## src/rtl/gg264_pkg.sv

```systemverilog
// Shared types and constants for the start-code scanner.
//   byte_word_t  : one 16-byte word, byte 0 first in the stream
//   byte_mask_t  : one bit per byte of a word, bit 0 belongs to byte 0
//   START_CODE   : the 3-byte Annex-B start code 00 00 01
//   scan_state_t : SEARCH (before the first NAL header) / IN_NAL
package gg264_pkg;

   localparam logic [23:0] START_CODE = 24'h000001;

   typedef logic [0:15][7:0] byte_word_t;
   typedef logic [0:15]      byte_mask_t;

   typedef enum logic {
      SEARCH = 1'b0,
      IN_NAL = 1'b1
   } scan_state_t;

endpackage

```

## src/rtl/gg_sc_match.sv

```systemverilog
// Combinational start-code matcher over an 18-byte window made of the last
// two bytes of the previous word followed by the 16 bytes of the current one.
//   win      : window bytes, win[0..1] = history, win[2..17] = current word
//   win_flag : "0x03 removed before this byte"; index 0 is never consulted
//              because only bytes b and c of a code can be protected
//   match    : match[j] = code with a=win[j], b=win[j+1], c=win[j+2]
//   clear    : window bytes that belong to any detected code
//   sos      : sos[k] = current-word byte k is a NAL header byte;
//              sos[BYTES] means the header byte lies in the next word
module gg_sc_match
   import gg264_pkg::*;
#(
   parameter int BYTES = 16
)
(
   input  logic [0:BYTES+1][7:0] win,
   input  logic [1:BYTES+1]      win_flag,
   output logic [0:BYTES-1]      match,
   output logic [0:BYTES+1]      clear,
   output logic [1:BYTES]        sos
);

   always_comb begin
      match = '0;
      clear = '0;
      sos   = '0;
      for (int j = 0; j < BYTES; j++) begin
         // A flag on b or c means the encoder inserted 0x03 here, so the
         // byte pattern is payload rather than a real start code.
         if (({win[j], win[j+1], win[j+2]} == START_CODE) &&
             !win_flag[j+1] && !win_flag[j+2]) begin
            match[j]   = 1'b1;
            clear[j]   = 1'b1;
            clear[j+1] = 1'b1;
            clear[j+2] = 1'b1;
            // c sits at window j+2 = word byte j, so the header is word byte j+1
            sos[j+1]   = 1'b1;
         end
      end
   end

endmodule

```

## src/rtl/gg_start_code_scan.sv

```systemverilog
// Start-code scanner: finds 00 00 01 in the emulation-removed byte stream,
// marks start-code bytes as not kept, flags NAL header bytes and counts NALs.
//   clk, reset        : clock, synchronous active-high reset
//   iport/_flag/_last : input word, per-byte "0x03 removed" flags, last word
//   iport_valid/ready : input handshake
//   oport/_keep/_sos  : output word (one word late), keep and header masks
//   oport_last        : last word of the stream
//   oport_valid/ready : output handshake
//   nal_count         : start codes seen since reset, wraps
//
// Handshake: a word moves on a port at a rising edge where valid and ready are
// both high. oport_valid, once raised, stays high with oport/keep/sos/last
// unchanged until oport_ready is seen high. iport_ready never depends on
// iport_valid.
//
// Each word waits in the hold register H until the next word arrives, because
// a code straddling the boundary must retroactively clear H[14..15].
module gg_start_code_scan
   import gg264_pkg::*;
#(
   parameter int BYTES = 16,
   parameter int CNT_W = 16
)
(
   input  logic                  clk,
   input  logic                  reset,
   input  logic [0:BYTES-1][7:0] iport,
   input  logic [0:BYTES-1]      iport_flag,
   input  logic                  iport_last,
   input  logic                  iport_valid,
   output logic                  iport_ready,
   output logic [0:BYTES-1][7:0] oport,
   output logic [0:BYTES-1]      oport_keep,
   output logic [0:BYTES-1]      oport_sos,
   output logic                  oport_last,
   output logic                  oport_valid,
   input  logic                  oport_ready,
   output logic [CNT_W-1:0]      nal_count
);

   // Hold register
   byte_word_t  h_data;
   byte_mask_t  h_keep;
   byte_mask_t  h_sos;
   logic        h_flag_last;   // flag of H[15]; the only history flag a code can use
   logic        h_last;
   logic        h_valid;

   scan_state_t state, state_next;
   logic        pend_sos;
   logic        drain;

   logic [0:BYTES+1][7:0] win;
   logic [1:BYTES+1]      win_flag;
   logic [0:BYTES-1]      match;
   logic [0:BYTES+1]      clear;
   logic [1:BYTES]        sos_mask;

   byte_mask_t  w_keep;
   byte_mask_t  w_sos;
   byte_mask_t  hist_clear;
   logic        run_nal;
   logic [4:0]  match_cnt;
   logic        accept;
   logic        o_free;

   assign o_free      = !oport_valid || oport_ready;
   assign iport_ready = !drain && o_free;
   assign accept      = iport_valid && iport_ready;

   // With H empty (start of a stream) the history must not complete a code,
   // so it reads as non-zero bytes with no flags.
   always_comb begin
      win[0]              = h_valid ? h_data[BYTES-2] : 8'hFF;
      win[1]              = h_valid ? h_data[BYTES-1] : 8'hFF;
      win[2:BYTES+1]      = iport;
      win_flag[1]         = h_valid && h_flag_last;
      win_flag[2:BYTES+1] = iport_flag;
   end

   gg_sc_match #(.BYTES(BYTES)) u_match (
      .win      (win),
      .win_flag (win_flag),
      .match    (match),
      .clear    (clear),
      .sos      (sos_mask)
   );

   always_comb begin
      match_cnt = '0;
      for (int j = 0; j < BYTES; j++) begin
         match_cnt = match_cnt + {4'd0, match[j]};
      end
   end

   // Codes whose a/b bytes lie in H clear those bytes on their way to O.
   assign hist_clear = {{(BYTES-2){1'b0}}, clear[0], clear[1]};

   // Byte-ordered walk: the scanner enters IN_NAL at the first header byte
   // and keeps everything from there on, except bytes of a start code.
   always_comb begin
      w_sos   = {pend_sos, sos_mask[1:BYTES-1]};
      run_nal = (state == IN_NAL);
      w_keep  = '0;
      for (int i = 0; i < BYTES; i++) begin
         if (w_sos[i]) begin
            run_nal = 1'b1;
         end
         w_keep[i] = run_nal && !clear[i+2];
      end
      state_next = state;
      if (accept) begin
         state_next = iport_last ? SEARCH : (run_nal ? IN_NAL : SEARCH);
      end
   end

   always_ff @(posedge clk) begin
      if (reset) begin
         state       <= SEARCH;
         pend_sos    <= 1'b0;
         drain       <= 1'b0;
         h_valid     <= 1'b0;
         h_data      <= '0;
         h_keep      <= '0;
         h_sos       <= '0;
         h_flag_last <= 1'b0;
         h_last      <= 1'b0;
         oport       <= '0;
         oport_keep  <= '0;
         oport_sos   <= '0;
         oport_last  <= 1'b0;
         oport_valid <= 1'b0;
         nal_count   <= '0;
      end else begin
         state <= state_next;
         if (accept) begin
            nal_count   <= nal_count + CNT_W'(match_cnt);
            pend_sos    <= sos_mask[BYTES] && !iport_last;
            h_data      <= iport;
            h_keep      <= w_keep;
            h_sos       <= w_sos;
            h_flag_last <= iport_flag[BYTES-1];
            h_last      <= iport_last;
            h_valid     <= 1'b1;
            drain       <= iport_last;
            if (h_valid) begin
               oport       <= h_data;
               oport_keep  <= h_keep & ~hist_clear;
               oport_sos   <= h_sos;
               oport_last  <= h_last;
               oport_valid <= 1'b1;
            end else if (oport_ready) begin
               oport_valid <= 1'b0;
            end
         end else if (drain && o_free) begin
            // The last word has no successor, so it leaves H on its own.
            oport       <= h_data;
            oport_keep  <= h_keep;
            oport_sos   <= h_sos;
            oport_last  <= h_last;
            oport_valid <= 1'b1;
            h_valid     <= 1'b0;
            drain       <= 1'b0;
         end else if (oport_ready) begin
            oport_valid <= 1'b0;
         end
      end
   end

endmodule

```

## config.mk

```make
export PLATFORM = sky130hd
export DESIGN_NAME = gg_start_code_scan
export DESIGN_NICKNAME = d
export VERILOG_FILES = /design/src/rtl/gg264_pkg.sv /design/src/rtl/gg_sc_match.sv /design/src/rtl/gg_start_code_scan.sv
export SDC_FILE = /design/constraint.sdc
export NUM_CORES = 1
export LEC_CHECK = 0
export BUFFER_PORTS_ARGS = -buffer_cell sky130_fd_sc_hd__buf_2
export CORE_MARGIN = 4
export CORE_UTILIZATION = 41
export DETAILED_ROUTE_END_ITERATION = 10
export PLACE_DENSITY = 0.67
export SLEW_MARGIN = 20
export SYNTH_ARGS = -nofsm -noshare
export SYNTH_HDL_FRONTEND = slang
export SYNTH_SLANG_ARGS = --single-unit
```

## constraint.sdc

```tcl
create_clock -name clk -period 13 [get_ports clk]
set_input_delay 1.3 -clock clk [delete_from_list [all_inputs] [get_ports clk]]
set_output_delay 1.3 -clock clk [all_outputs]
set_load 0.05 [all_outputs]
```

Word level (Yosys, flattened, before mapping)
Cells that the tools add are included.
{"block": "op_classes", "addsub": 16, "n_eq_ne": 17, "mux": 71, "bitwise_logic": 2, "n_reduce_logical": 92}
{"cell": "24-bit by 1-bit == test with 1-bit output (second input constant)", "n": 16}
{"cell": "128-bit 2-to-1 mux", "n": 3}
{"cell": "16-bit 2-to-1 mux", "n": 6}
{"cell": "5-bit by 1-bit adder with 5-bit output", "n": 11}
{"cell": "1-bit logical AND", "n": 53}
{"cell": "3-bit 2-to-1 mux", "n": 16}
{"cell": "1-bit 2-to-1 mux", "n": 44}
{"cell": "1-bit logical NOT", "n": 36}
{"cell": "16-bit by 5-bit adder with 16-bit output", "n": 1}
{"cell": "16-bit bitwise AND", "n": 1}
{"cell": "8-bit 2-to-1 mux", "n": 2}
{"cell": "2-bit NOT with 16-bit output", "n": 1}
{"cell": "4-bit by 1-bit adder with 5-bit output", "n": 1}
{"cell": "3-bit by 1-bit adder with 4-bit output", "n": 1}
{"cell": "2-bit by 1-bit adder with 3-bit output", "n": 1}
{"cell": "1-bit by 1-bit adder with 2-bit output", "n": 1}
{"cell": "2-bit != test (second input constant)", "n": 1}
{"cell": "2-bit AND reduction", "n": 1}
{"cell": "2-bit nonzero test", "n": 1}
{"cell": "1-bit logical OR", "n": 1}
{"block": "totals", "register_bits": 344, "in_bits": 149, "out_inout_bits": 179, "elab_cells": 243}

Longest topological paths before layout
{"block": "depth", "depth_word": 22, "ltp_mapped": 19, "depth_no_buf": 19}

Cells and area by module
Synthesis repeated with hierarchy kept, for this count alone.
{"block": "unflattened", "cells_unflattened": 1753, "hier_area_um2": 13610.6}
{"mod": "gg_start_code_scan", "n_inst": 1, "cells_each": 1605, "area_each_um2": 12680.9, "seq_area_each_um2": 6886.6}
{"mod": "gg_sc_match", "n_inst": 1, "cells_each": 148, "area_each_um2": 929.6, "seq_area_each_um2": 0.0}

Worst setup path after synthesis
Ideal clock, no wire load.
{"block": "synth_path", "path_kind": "in2reg", "startpoint": "input iport[99] (netlist bit)", "endpoint": "register nal_count[10]", "setup_time_ps": 128, "t_arrival_ps": 5925, "t_required_ps": 12872, "setup_slack_ps": 6948, "stages": 18, "path_buffers": 0, "cell_sequence": "nor4_1 nand4_1 or4_1 inv_1 fa_1 inv_1 fa_1 fa_1 inv_1 fa_1 fa_1 fa_1 a21oi_1 o21bai_1 a21oi_1 nor3_1 xnor2_1 nor2_1"}
{"block": "synth_between", "elab_cells_between_ends": 26, "classes_between": "add/sub: 14; eq/ne: 3; mux: 3; reduce/logical: 6"}
{"element": "start, declared", "line_no": "gg_start_code_scan.sv:27", "text": "input logic [0:BYTES-1][7:0] iport,"}
{"element": "24-bit by 1-bit == test with 1-bit output", "line_no": "gg_sc_match.sv:30", "text": "if (({win[j], win[j+1], win[j+2]} == START_CODE) &&"}
{"element": "1-bit logical AND", "line_no": "gg_sc_match.sv:30"}
{"element": "1-bit logical AND", "line_no": "gg_sc_match.sv:31", "text": "!win_flag[j+1] && !win_flag[j+2]) begin"}
{"element": "1-bit 2-to-1 mux", "line_no": "gg_sc_match.sv:30"}
{"element": "via match, one bit", "line_no": "gg_start_code_scan.sv:55", "text": "logic [0:BYTES-1] match;"}
{"element": "5-bit by 1-bit adder with 5-bit output (11 in a row)", "line_no": "gg_start_code_scan.sv:92", "text": "match_cnt = match_cnt + {4'd0, match[j]};"}
{"element": "16-bit by 5-bit adder with 16-bit output", "line_no": "gg_start_code_scan.sv:137", "text": "nal_count <= nal_count + CNT_W'(match_cnt);"}
{"element": "end signal, assigned", "line_no": "gg_start_code_scan.sv:137"}
{"element": "end, declared", "line_no": "gg_start_code_scan.sv:38", "text": "output logic [CNT_W-1:0] nal_count"}
The timed path passes the listed nets, and every way through them passes these cells.
A chain may end at the register's enable or synchronous reset.

Final worst setup path
{"block": "layout_path", "startpoint": "input iport[99] (netlist bit)", "endpoint": "register nal_count[12]"}
{"block": "layout_between", "elab_chain_cells": 18, "elab_cells_between_ends": 26, "classes_between": "add/sub: 14; eq/ne: 3; mux: 3; reduce/logical: 6"}
{"element": "24-bit by 1-bit == test with 1-bit output", "line_no": "gg_sc_match.sv:30"}
{"element": "1-bit logical AND", "line_no": "gg_sc_match.sv:30"}
{"element": "1-bit logical AND", "line_no": "gg_sc_match.sv:31"}
{"element": "1-bit 2-to-1 mux", "line_no": "gg_sc_match.sv:30"}
{"element": "via match, one bit", "line_no": "gg_start_code_scan.sv:55"}
{"element": "3-bit by 1-bit adder with 4-bit output", "line_no": "gg_start_code_scan.sv:92"}
{"element": "4-bit by 1-bit adder with 5-bit output", "line_no": "gg_start_code_scan.sv:92"}
{"element": "5-bit by 1-bit adder with 5-bit output (11 in a row)", "line_no": "gg_start_code_scan.sv:92"}
{"element": "16-bit by 5-bit adder with 16-bit output", "line_no": "gg_start_code_scan.sv:137"}
The timed path passes the listed nets, and every way through them passes these cells.

==> summary.log <==
INFO  outcome        outcome=complete, no violations
INFO  power_and_ir_drop power_switching=0.6097mW
INFO  power_and_ir_drop power.clock.fraction=0.443
INFO  yosys          synth_top_family_by_area=simple AND/OR/NAND/NOR gates
INFO  clock_tree     cts_num_sinks=344
INFO  routing        postRouteWirelength=41.33mm
INFO  hold_path      hp-class=flop to flop
INFO  timing         fin_ws=6413ps
INFO  power_and_ir_drop p_per_area=147.8mW/mm²
INFO  worst_setup_path endpoint_kind=flop
INFO  clock_tree     ctsResizeCount=0
INFO  global_route   initial_antenna_violation_count=9
INFO  layout         final_nets=2110
INFO  routing        detailroute.wirelength.met2=18.90mm
INFO  power_and_ir_drop power=2.411mW
INFO  clock_tree     clk_latency=510ps
INFO  timing         period_needed=6587ps
INFO  clock_tree     cts_inserted_buffers=36
INFO  layout         fillCellCount=3123
INFO  power_and_ir_drop combPwrFrac=0.095
INFO  die            floorplan.die.width=187.4µm
INFO  global_route   first_global_vias=11560
INFO  place          pre_cts_slack=5898ps
INFO  routing        drc=0
INFO  place          placement.cell_area=0.01505mm²
INFO  power_and_ir_drop total_leakage_power=6.613nW
INFO  die            std_cell_rows=65
INFO  clock_tree     cts.hold.buffers_added=0
INFO  yosys          syn_area_per_cell=7.878µm²
INFO  yosys          yosys.area_share.simple=0.2553
INFO  die            initial_cell_density_of_the_core=0.4171
INFO  yosys          post_synth_instance_area=0.01320mm²
INFO  yosys          seq_area_frac_synth=0.5219
INFO  timing         skew=8.284ps
INFO  clock_tree     clock-root-buffer=clkbuf_16
INFO  die            die-area=0.03512mm²
INFO  routing        wl_met3=3.136mm
INFO  clock_tree     cts_max_path_buffers=3
INFO  yosys          syn_nets=1844
INFO  job            maxCapViolations=0
INFO  yosys          yosys.area_share.adder=0.02579
INFO  worst_setup_path cp_data_arrival_time=6950ps
INFO  yosys          ys_top_cells_by_area=dfxtp_1 52%, nand2_1 18%, a21oi_1 12%
INFO  routing        top_layer=met5
INFO  yosys          synth_seq_cells=344
INFO  timing         report.final.slew_viol_count=0
INFO  yosys          synth-edff-count=0
INFO  timing         worst_slew_margin_rel=0.3005
INFO  die            top_level_ports=328
INFO  global_route   remaining_overflow_grt=0
INFO  yosys          post_synthesis_share_of_cell_area_spent_on_xor_and_xnor_gates=0.008629
INFO  worst_setup_path timing.critical_path.fanout_max=6
INFO  power_and_ir_drop share_seq_of_total_power=0.461
INFO  timing         final_min_period_over_clock_period=0.5067
INFO  routing        drt_first_pass_iters=5
INFO  place          globalplace.congestion=0.8762
INFO  place          place.detailed.hpwl=28.44mm
INFO  worst_setup_path required=13360ps
INFO  yosys          number_of_cells_produced_by_synthesis=1675
INFO  yosys          synth_ff_type=dfxtp_1
INFO  timing         totalNegativeSetupSlack=0ps
INFO  yosys          ys_warn_count=0
INFO  clock_tree     cts.reportedPaths.clkPinSlew=60ps
INFO  power_and_ir_drop switching_part_of_the_total_power=0.2529
INFO  timing         finalHoldViolations=0
INFO  clock_tree     h-tree-depth=2
INFO  routing        wl_per_cell=17.40µm
INFO  clock_tree     postCtsSetupRepairBufs=0
INFO  global_route   grt_pass1_wl=63.99mm
INFO  yosys          synth_compound_gate_area_share=0.1507
INFO  power_and_ir_drop vdd_drop_max=90.86µV
INFO  layout         drive_above_1_share=0.2146
INFO  yosys          yosys.area.top_type=dfxtp_1
INFO  die            placeableCoreArea=0.03164mm²
INFO  yosys          synth_top_area_share=0.5219
INFO  layout         finalInstanceArea=0.01631mm²
INFO  worst_setup_path setup.worst_path.start_class=input pin
INFO  routing        drt.antenna.violating_nets=0
INFO  die            die_y=187.4µm
INFO  routing        wl_met1=18.17mm
INFO  global_route   grt_start_max_net_pins=146
INFO  power_and_ir_drop internal-power=1.801mW
INFO  yosys          synth-async-reset-ratio=0
INFO  routing        viasPerCell=5.199
INFO  routing        total_via_count_after_detailed_routing=12350
INFO  clock_tree     tritoncts=done
INFO  place          port_buffers=327
INFO  timing         timing_worst_slew_pin_value=1049ps
INFO  global_route   grt_util_all_layers=0.2215
INFO  timing         rsz0062_at_grt=no
INFO  yosys          synth_common_cells=648 x nand2_1, 344 x dfxtp_1, 326 x a21oi_1, 106 x clkbuf_1, 45 x nor2_1
INFO  yosys          proportion_of_synthesized_area_in_mux_cells=0.0007586
INFO  yosys          synth.most_common_cell=nand2_1
INFO  worst_setup_path setup.worst_path.class=input pin to flop
INFO  timing         fmax=0.1518GHz
INFO  yosys          synth_cell_type_count=48
INFO  routing        drt-initial-drc-count=931
INFO  layout         syn2layout_area_growth=23.64%
INFO  timing         report.final.setup_viol=0
path summary, 6_finish.rpt:
| kind | end | from | slack (ps) | cells after the start |
|---|---|---|---|---|
| setup / recovery | nal_count[12] | iport[99] | 6410 | 18 |
| hold / removal | oport[112] | h_data[112] | 440 | 2 |
| setup reg to reg | nal_count[12] | h_valid | 6840 | 17 |
| hold reg to reg | oport[112] | h_data[112] | 440 | 2 |
cells by family after synthesis:
kind of cell	Yosys count
xor gates and xnor gates	13
DFF	344
adders and majority gates	20
and+or+nand+nor	807
buffers and inverters	130
muxes	1
AOI/OAI and AO/OA	360
metrics by stage:
stage | hold WS (ps) | util | instances
after detailed placement | 441.0 | 0.4757 | 2305
after global placement | 434.3 | 0.4757 | 2305
after CTS | 447.7 | 0.5149 | 2368
after global routing | 450.3 | 0.5156 | 2375
final | 443.2 | 0.5157 | 2376
after floorplan | 431.3 | - | 1675
placed cells by master (no fill, tap or decap), types with 3 or more instances in the layout:
master     synthesis  final
clkbuf_1         106      4
buf_4              0     10
nor4_2             7      8
nand3b_1           3      3
buf_2              0    326
nor4b_1            4      4
nor2_1            45     44
clkinv_2           0      5
inv_1             20     20
fa_1              12     12
diode_2            0      8
dfxtp_1          344    344
a2111oi_2          3      3
xor2_1             6      6
clkbuf_8           0      9
xnor2_1            7      7
a21oi_1          326    326
nand2_1          648    648
nand3_1            9      8
bufinv_16          0      4
nor4_1            17     16
or2_2              4      3
or4_1              4      4
a2111oi_4          3      3
nor3_1            27     27
clkbuf_16          0     37
a32o_1             3      3
nand4_1           26     26
a22o_1             4      4
o21ai_0            4      4
a211oi_1           3      3
ha_1               8      8
power by group through the flow:
stage                     Clock, mW  Sequential [mW]  Combinational [mW]
after global placement            0             1.13               0.229
final                          1.07             1.11               0.230
after global routing           1.14             1.12               0.252
after floorplan                   0             1.17               0.110
after CTS                      1.09             1.11               0.231
after detailed placement          0             1.13               0.231
cell type report:
| class | count | area [µm²] | area share |
|---|---|---|---|
| Inverter | 20 | 75.07 | 0.004602 |
| Antenna cell | 8 | 20.02 | 0.001227 |
| Clock inverter | 13 | 177.7 | 0.01089 |
| Tap cell | 402 | 503.0 | 0.03083 |
| Clock buffer | 50 | 1065 | 0.06527 |
| Multi-Input combinational cell | 1201 | 5854 | 0.3588 |
| Timing Repair Buffer | 338 | 1733 | 0.1062 |
| Sequential cell | 344 | 6887 | 0.4221 |
worst max-delay path, stage by stage:
cell	delay, ps
buf_2	100
nor4_1	590
nand4_1	330
nor4_1	650
fa_1	540
inv_1	80
fa_1	430
fa_1	500
inv_1	50
fa_1	470
fa_1	430
fa_1	420
a21oi_1	160
o21bai_1	110
a21oi_1	410
nor4_1	140
xnor2_1	180
nor2_1	50
layer usage:
metal  GRT usage  vias up
li1            -     6091
met1      0.3043     5783
met2      0.3470      413
met3     0.05263       65
met4     0.07086        2
met5           0        -
flip-flops by register name, summed over array words and instances, names as in the netlist:
signal	flops
h_data	128
oport	128
h_keep	16
h_sos	16
nal_count	16
oport_keep	16
oport_sos	16
drain	1
h_flag_last	1
h_last	1
h_valid	1
oport_last	1
oport_valid	1
pend_sos	1
state	1
No activity file was read; power rests on OpenSTA's default activity.
